<file path="src/rtl/fpga_mem_arbiter_pkg.sv">
// Shared types and constants for the two-master FPGA memory-port arbiter.
package fpga_mem_arbiter_pkg;

  typedef logic mst_id_t;

  localparam mst_id_t MST_HPS = 1'b0;
  localparam mst_id_t MST_DMA = 1'b1;

  typedef enum logic [1:0] {
    ST_UNLOCKED = 2'd0,
    ST_LOCKED0  = 2'd1,
    ST_LOCKED1  = 2'd2
  } arb_state_t;

  function automatic int fifo_cnt_w(input int depth);
    return $clog2(depth) + 1;
  endfunction

endpackage

</file>
<file path="src/rtl/fpga_mem_arb_tagfifo.sv">
// In-order read-tag FIFO: remembers which master issued each outstanding read.
module fpga_mem_arb_tagfifo
  import fpga_mem_arbiter_pkg::*;
#(
  parameter int DEPTH = 4
) (
  input  logic                   clk,
  input  logic                   rst_n,
  input  logic                   push,
  input  logic                   pop,
  input  logic                   din,
  output logic                   dout,
  output logic [$clog2(DEPTH):0] count,
  output logic                   full,
  output logic                   empty
);

  localparam int PTR_W = $clog2(DEPTH);
  localparam int CNT_W = PTR_W + 1;

  logic [DEPTH-1:0] mem;
  logic [PTR_W-1:0] wr_ptr;
  logic [PTR_W-1:0] rd_ptr;
  logic             do_push;
  logic             do_pop;

  assign full    = (count == CNT_W'(DEPTH));
  assign empty   = (count == '0);
  assign do_push = push & ~full;
  assign do_pop  = pop & ~empty;
  assign dout    = mem[rd_ptr];

  // Pointers are PTR_W bits wide, so they wrap modulo DEPTH on their own.
  always_ff @(posedge clk or negedge rst_n) begin
    if (!rst_n) begin
      wr_ptr <= '0;
      rd_ptr <= '0;
      count  <= '0;
    end else begin
      if (do_push) wr_ptr <= wr_ptr + 1'b1;
      if (do_pop)  rd_ptr <= rd_ptr + 1'b1;
      case ({do_push, do_pop})
        2'b10:   count <= count + 1'b1;
        2'b01:   count <= count - 1'b1;
        default: count <= count;
      endcase
    end
  end

  always_ff @(posedge clk) begin
    if (do_push) mem[wr_ptr] <= din;
  end

endmodule

</file>
<file path="src/rtl/fpga_mem_arbiter.sv">
// Round-robin two-master to one-slave Avalon-MM arbiter with zero command
// latency and in-order routing of pipelined read responses.
module fpga_mem_arbiter
  import fpga_mem_arbiter_pkg::*;
#(
  parameter int ADDR_W    = 27,
  parameter int DATA_W    = 32,
  parameter int MAX_OUTST = 4
) (
  input  logic                clk100_clk,
  input  logic                reset_clk100_reset_n,

  input  logic [ADDR_W-1:0]   m0_address,
  input  logic                m0_read,
  input  logic                m0_write,
  input  logic [DATA_W-1:0]   m0_writedata,
  input  logic [DATA_W/8-1:0] m0_byteenable,
  output logic                m0_waitrequest,
  output logic [DATA_W-1:0]   m0_readdata,
  output logic                m0_readdatavalid,

  input  logic [ADDR_W-1:0]   m1_address,
  input  logic                m1_read,
  input  logic                m1_write,
  input  logic [DATA_W-1:0]   m1_writedata,
  input  logic [DATA_W/8-1:0] m1_byteenable,
  output logic                m1_waitrequest,
  output logic [DATA_W-1:0]   m1_readdata,
  output logic                m1_readdatavalid,

  output logic [ADDR_W-1:0]   s_address,
  output logic                s_read,
  output logic                s_write,
  output logic [DATA_W-1:0]   s_writedata,
  output logic [DATA_W/8-1:0] s_byteenable,
  input  logic                s_waitrequest,
  input  logic [DATA_W-1:0]   s_readdata,
  input  logic                s_readdatavalid,

  output logic                rsp_err
);

  localparam int CNT_W = fifo_cnt_w(MAX_OUTST);

  arb_state_t       state;
  arb_state_t       state_nxt;
  mst_id_t          last;
  mst_id_t          grant;
  mst_id_t          fifo_head;
  logic [CNT_W-1:0] fifo_count;
  logic             fifo_full;
  logic             fifo_empty;
  logic             locked;
  logic             rd0, wr0, req0;
  logic             rd1, wr1, req1;
  logic             cmd_rd, cmd_wr, cmd_vld;
  logic             accept;
  logic             tag_push, tag_pop;

  // Read+write together is illegal on Avalon; the read wins.
  assign rd0    = m0_read;
  assign wr0    = m0_write & ~m0_read;
  assign rd1    = m1_read;
  assign wr1    = m1_write & ~m1_read;
  assign req0   = wr0 | (rd0 & ~fifo_full);
  assign req1   = wr1 | (rd1 & ~fifo_full);
  assign locked = (state != ST_UNLOCKED);

  always_ff @(posedge clk100_clk or negedge reset_clk100_reset_n) begin
    if (!reset_clk100_reset_n) state <= ST_UNLOCKED;
    else                       state <= state_nxt;
  end

  // A stalled command pins the grant so the slave sees it held stable.
  always_comb begin
    state_nxt = state;
    case (state)
      ST_UNLOCKED: begin
        if (cmd_vld && s_waitrequest)
          state_nxt = (grant == MST_DMA) ? ST_LOCKED1 : ST_LOCKED0;
      end
      ST_LOCKED0, ST_LOCKED1: begin
        if (accept || !cmd_vld) state_nxt = ST_UNLOCKED;
      end
      default: state_nxt = ST_UNLOCKED;
    endcase
  end

  // A locked read was qualified when first presented, and no other push can
  // happen while locked, so it bypasses the full check.
  always_comb begin
    grant  = ~last;
    cmd_rd = 1'b0;
    cmd_wr = 1'b0;
    case (state)
      ST_LOCKED0: grant = MST_HPS;
      ST_LOCKED1: grant = MST_DMA;
      default: begin
        if (req0 && !req1)      grant = MST_HPS;
        else if (req1 && !req0) grant = MST_DMA;
      end
    endcase
    if (reset_clk100_reset_n) begin
      if (grant == MST_DMA) begin
        cmd_rd = rd1 & (locked | ~fifo_full);
        cmd_wr = wr1;
      end else begin
        cmd_rd = rd0 & (locked | ~fifo_full);
        cmd_wr = wr0;
      end
    end
  end

  assign cmd_vld = cmd_rd | cmd_wr;
  assign accept  = cmd_vld & ~s_waitrequest;

  assign s_read       = cmd_rd;
  assign s_write      = cmd_wr;
  assign s_address    = (grant == MST_DMA) ? m1_address    : m0_address;
  assign s_writedata  = (grant == MST_DMA) ? m1_writedata  : m0_writedata;
  assign s_byteenable = (grant == MST_DMA) ? m1_byteenable : m0_byteenable;

  assign m0_waitrequest = ~(accept & (grant == MST_HPS));
  assign m1_waitrequest = ~(accept & (grant == MST_DMA));

  assign tag_push = accept & cmd_rd;
  assign tag_pop  = s_readdatavalid & ~fifo_empty;

  assign m0_readdata      = s_readdata;
  assign m1_readdata      = s_readdata;
  assign m0_readdatavalid = tag_pop & (fifo_head == MST_HPS);
  assign m1_readdatavalid = tag_pop & (fifo_head == MST_DMA);

  always_ff @(posedge clk100_clk or negedge reset_clk100_reset_n) begin
    if (!reset_clk100_reset_n) begin
      last    <= MST_DMA;
      rsp_err <= 1'b0;
    end else begin
      if (accept) last <= grant;
      if (s_readdatavalid && (fifo_count == '0)) rsp_err <= 1'b1;
    end
  end

  fpga_mem_arb_tagfifo #(
    .DEPTH (MAX_OUTST)
  ) u_tagfifo (
    .clk   (clk100_clk),
    .rst_n (reset_clk100_reset_n),
    .push  (tag_push),
    .pop   (tag_pop),
    .din   (grant),
    .dout  (fifo_head),
    .count (fifo_count),
    .full  (fifo_full),
    .empty (fifo_empty)
  );

endmodule

</file>
<file path="config.mk">
export PLATFORM = sky130hd
export DESIGN_NAME = fpga_mem_arbiter
export DESIGN_NICKNAME = d
export VERILOG_FILES = /design/src/rtl/fpga_mem_arbiter_pkg.sv /design/src/rtl/fpga_mem_arb_tagfifo.sv /design/src/rtl/fpga_mem_arbiter.sv
export SDC_FILE = /design/constraint.sdc
export NUM_CORES = 1
export LEC_CHECK = 0
export BUFFER_PORTS_ARGS = -buffer_cell sky130_fd_sc_hd__buf_4
export CORE_AREA = 3 3 116 118
export CTS_BUF_LIST = sky130_fd_sc_hd__clkbuf_4
export DETAILED_ROUTE_END_ITERATION = 10
export DIE_AREA = 0 0 119 121
export PLACE_DENSITY = 0.62
export SKIP_CTS_REPAIR_TIMING = 1
export SLEW_MARGIN = 5
export SYNTH_ARGS = -nofsm -noshare
export SYNTH_HDL_FRONTEND = slang
export SYNTH_SLANG_ARGS = --single-unit
</file>
<file path="constraint.sdc">
create_clock -name clk100_clk -period 2.8 [get_ports clk100_clk]
set_input_delay 0.7 -clock clk100_clk [delete_from_list [all_inputs] [get_ports clk100_clk]]
set_output_delay 0.7 -clock clk100_clk [all_outputs]
set_load 0.02 [all_outputs]
</file>
==> key figures <==
Outcome
  – Status: finished, violations left
  – Failing checks: negative setup slack

Setup path
  – Crit path max fanout: 6
  – Top delay family on crit path: buffers and inverters
  – Critical path's largest stage delay: about 0.38 ns
  – Crit end category: output pin
  – Slowest CP cell: dfrtp_1
  – Flop-to-flop setup slack: -0.11 ns
  – Worst Path Arrival: 2.44 ns
  – Critical path startpoint category: flop
  – CP most frequent cell: buf_6
  – CP bufs+invs: 6
  – WP data required: 2.10 ns
  – Crit Path Category: reg -> out
  – CP Cell Sequence: inv_1, ha_1, buf_6, nand2b_4, o31a_1, nand3_4, buf_6, buf_12, buf_8, nand2_1, nand2_2, buf_4

Detailed routing
  – Mean number of vias per cell: 4.20
  – Final wirelength: 13200 microns
  – Wire per inst: around 18 microns
  – DRC viols: 0
  – Via count: 3018
  – Number of DRC markers in iteration 0: 109
  – Routed Antenna Nets: 0
  – 1st-pass router iterations: 4

Yosys
  – Synthesized area per cell: about 6.3 sq um
  – Synth Instances: 372
  – Adder-cell share of the synthesized area: 4.60%
  – Synth top area cells: nand2_1 31%, buf_4 21%, dfrtp_1 11%
  – Synth Area in Compound Gates: 9.30%
  – Post-Synth Simple-Gate Area: 39.2%
  – Synth async-reset ratio: 73.3%
  – Largest family of logic cells by synthesized area: simple AND/OR/NAND/NOR gates
  – Synth Register Bits: 15
  – Syn Std Cell Area: 2340 sq um
  – Ys Warns: 0
  – Synth cell count leaders: 195 x nand2_1, 64 x buf_4, 13 x inv_1
  – Post-Syn Nets: between 500 and 600
  – Synth unique cells: a little under 50
  – Post-synth top area share: 31.3%
  – Synth Area in XOR/XNOR: 2.24%
  – Most common flop cell mapped by yosys: dfrtp_1
  – Mux contribution to synthesized area: 2.03%
  – Top-count cell post-synth: nand2_1
  – Seq/Total Area, Yosys: ~17%
  – Yosys top cell by area: nand2_1
  – Post-synth EDFFs: 4

Job
  – Max-capacitance violation count: 0

Clock network
  – Clk buf depth: 2
  – Clock slew at reported path FFs: 0.09 ns
  – Depth of the CTS H-tree: 1
  – TritonCTS buffer count: 3
  – Root Driver: clkbuf_4
  – CTS tree: yes
  – Clk sinks: 15
  – Clk_lat worst skew: roughly 0.29 ns

Timing
  – Slew @ Worst Pin: 0.362 ns
  – Final setup fails: 69
  – RSZ-0062 raised after global routing: yes
  – Crit share post-route: 112%
  – Slew Viols, Final: 0
  – Final Worst Setup Slack: -0.337 ns
  – Relative slew slack: 75.8%
  – Fin crit period: ~3.1 ns
  – Max Clk Rate: 319 MHz
  – Post-route clock skew: ~0.0012 ns
  – Hold violation count in the final report: 0

Global route
  – First-pass GRT wire length: between 15000 and 20000 microns
  – Vias in the first global route: 2774
  – Initial antenna violation count: 0
  – Tot GR Track Use: 14.3%
  – Global route overflow: 0
  – Largest net degree at the start of global routing: between 40 and 50

Hold path
  – Class of the worst hold path: in -> async

Final layout
  – Layout cells sized above 1: a little under three quarters
  – Area growth syn-to-layout: 104%
  – Fin area: between 4000 and 5000 sq um
  – Antenna diode count: 0
  – Fill cells: between 1000 and 1500
  – Final nets: 722
  – Final Util: 37.9%

Floorplanning
  – # IOs: 300
  – Die area: 14400 sq um
  – Core area: 12600 sq um
  – DIE WIDTH: 119 microns
  – FP Rows: 41
  – Initial core utilization: 18.6%
  – Die height: about 120 microns

Power
  – Pleak: 2.46 nW
  – Power per Cell Area: around 1500 nW/um^2
  – Worst VDD drop: slightly below 0.0006 V

Placed design
  – Post-DP HPWL: 9950 microns
  – Port Buffer Count: 203
  – Place WS: -0.276 ns
  – Placed Instance Area: ~3900 sq um
  – GP Congestion: approximately 0.86
## through the flow
step / hold slack, ns / std cells / setup TNS [ns] / power [mW]
final: 0.339 / 719 / -17.92 / 7.00
after global routing: 0.338 / 719 / -23.80 / 7.44
after CTS: 0.339 / 696 / -16.04 / 5.15
after detailed placement: 0.453 / 692 / -13.70 / 4.99
after global placement: 0.447 / 692 / -11.89 / 4.94
after floorplan: 0.404 / 372 / -0.822 / 3.35
## report_power, final
group	internal [mW]	switching (mW)
clock network	0.0533	0.0736
registers	0.326	0.0762
logic	3.11	3.36
## state kept, by name, indices dropped and copies added, names as in the netlist
name              cells
state                 2
rsp_err               1
u_tagfifo.count       3
u_tagfifo.rd_ptr      2
u_tagfifo.mem         4
last                  1
u_tagfifo.wr_ptr      2
## final timing paths
kind                                           start             endpoint  depth (start not counted)
worst max-delay path                        state[1]        s_address[24]                         12
worst min-delay path            reset_clk100_reset_n  u_tagfifo.rd_ptr[0]                          2
worst max register to register              state[1]   u_tagfifo.count[2]                         14
worst min register to register               rsp_err              rsp_err                          1
max in group asynchronous       reset_clk100_reset_n                 last                          2
min in group clk100_clk                      rsp_err              rsp_err                          1
## layout make-up
cell class	count	area [sq um]	area share [%]
Inverter	13	65.1	1.37
Clock inverter	1	5.00	0.105
Clock buffer	3	22.5	0.473
Tap cell	172	215	4.52
Timing Repair Buffer	251	2350	49.4
Sequential cell	15	397	8.32
Multi-Input combinational cell	264	1710	35.8
## layout by cell type (no fill, tap or decap), types with 5 or more instances in the layout
cell	count
nand2_1	89
inv_1	10
nand2_2	102
nor2_1	5
ha_1	6
dfrtp_1	10
o211ai_1	5
buf_4	174
buf_6	59
buf_12	6
clkbuf_16	7
## logic make-up (layout without fill, tap and decap cells)
group	after synthesis	after routing
buffers and inverters	93	268
AOI/OAI and AO/OA	26	26
adders and majority gates	8	8
muxes	3	3
and+or+nand+nor	221	221
xor gates and xnor gates	6	6
DFF	15	15
## per-layer routing
metal  vias up  part of all wire [%]  GRT usage (%)
li1       1452                     -              -
met1      1357                    40           17.3
met2       196                    44           21.1
met3        13                    15           10.5
met4         0                   1.2           1.81
met5         -                     0              0
(Power assumes the default switching activity.)
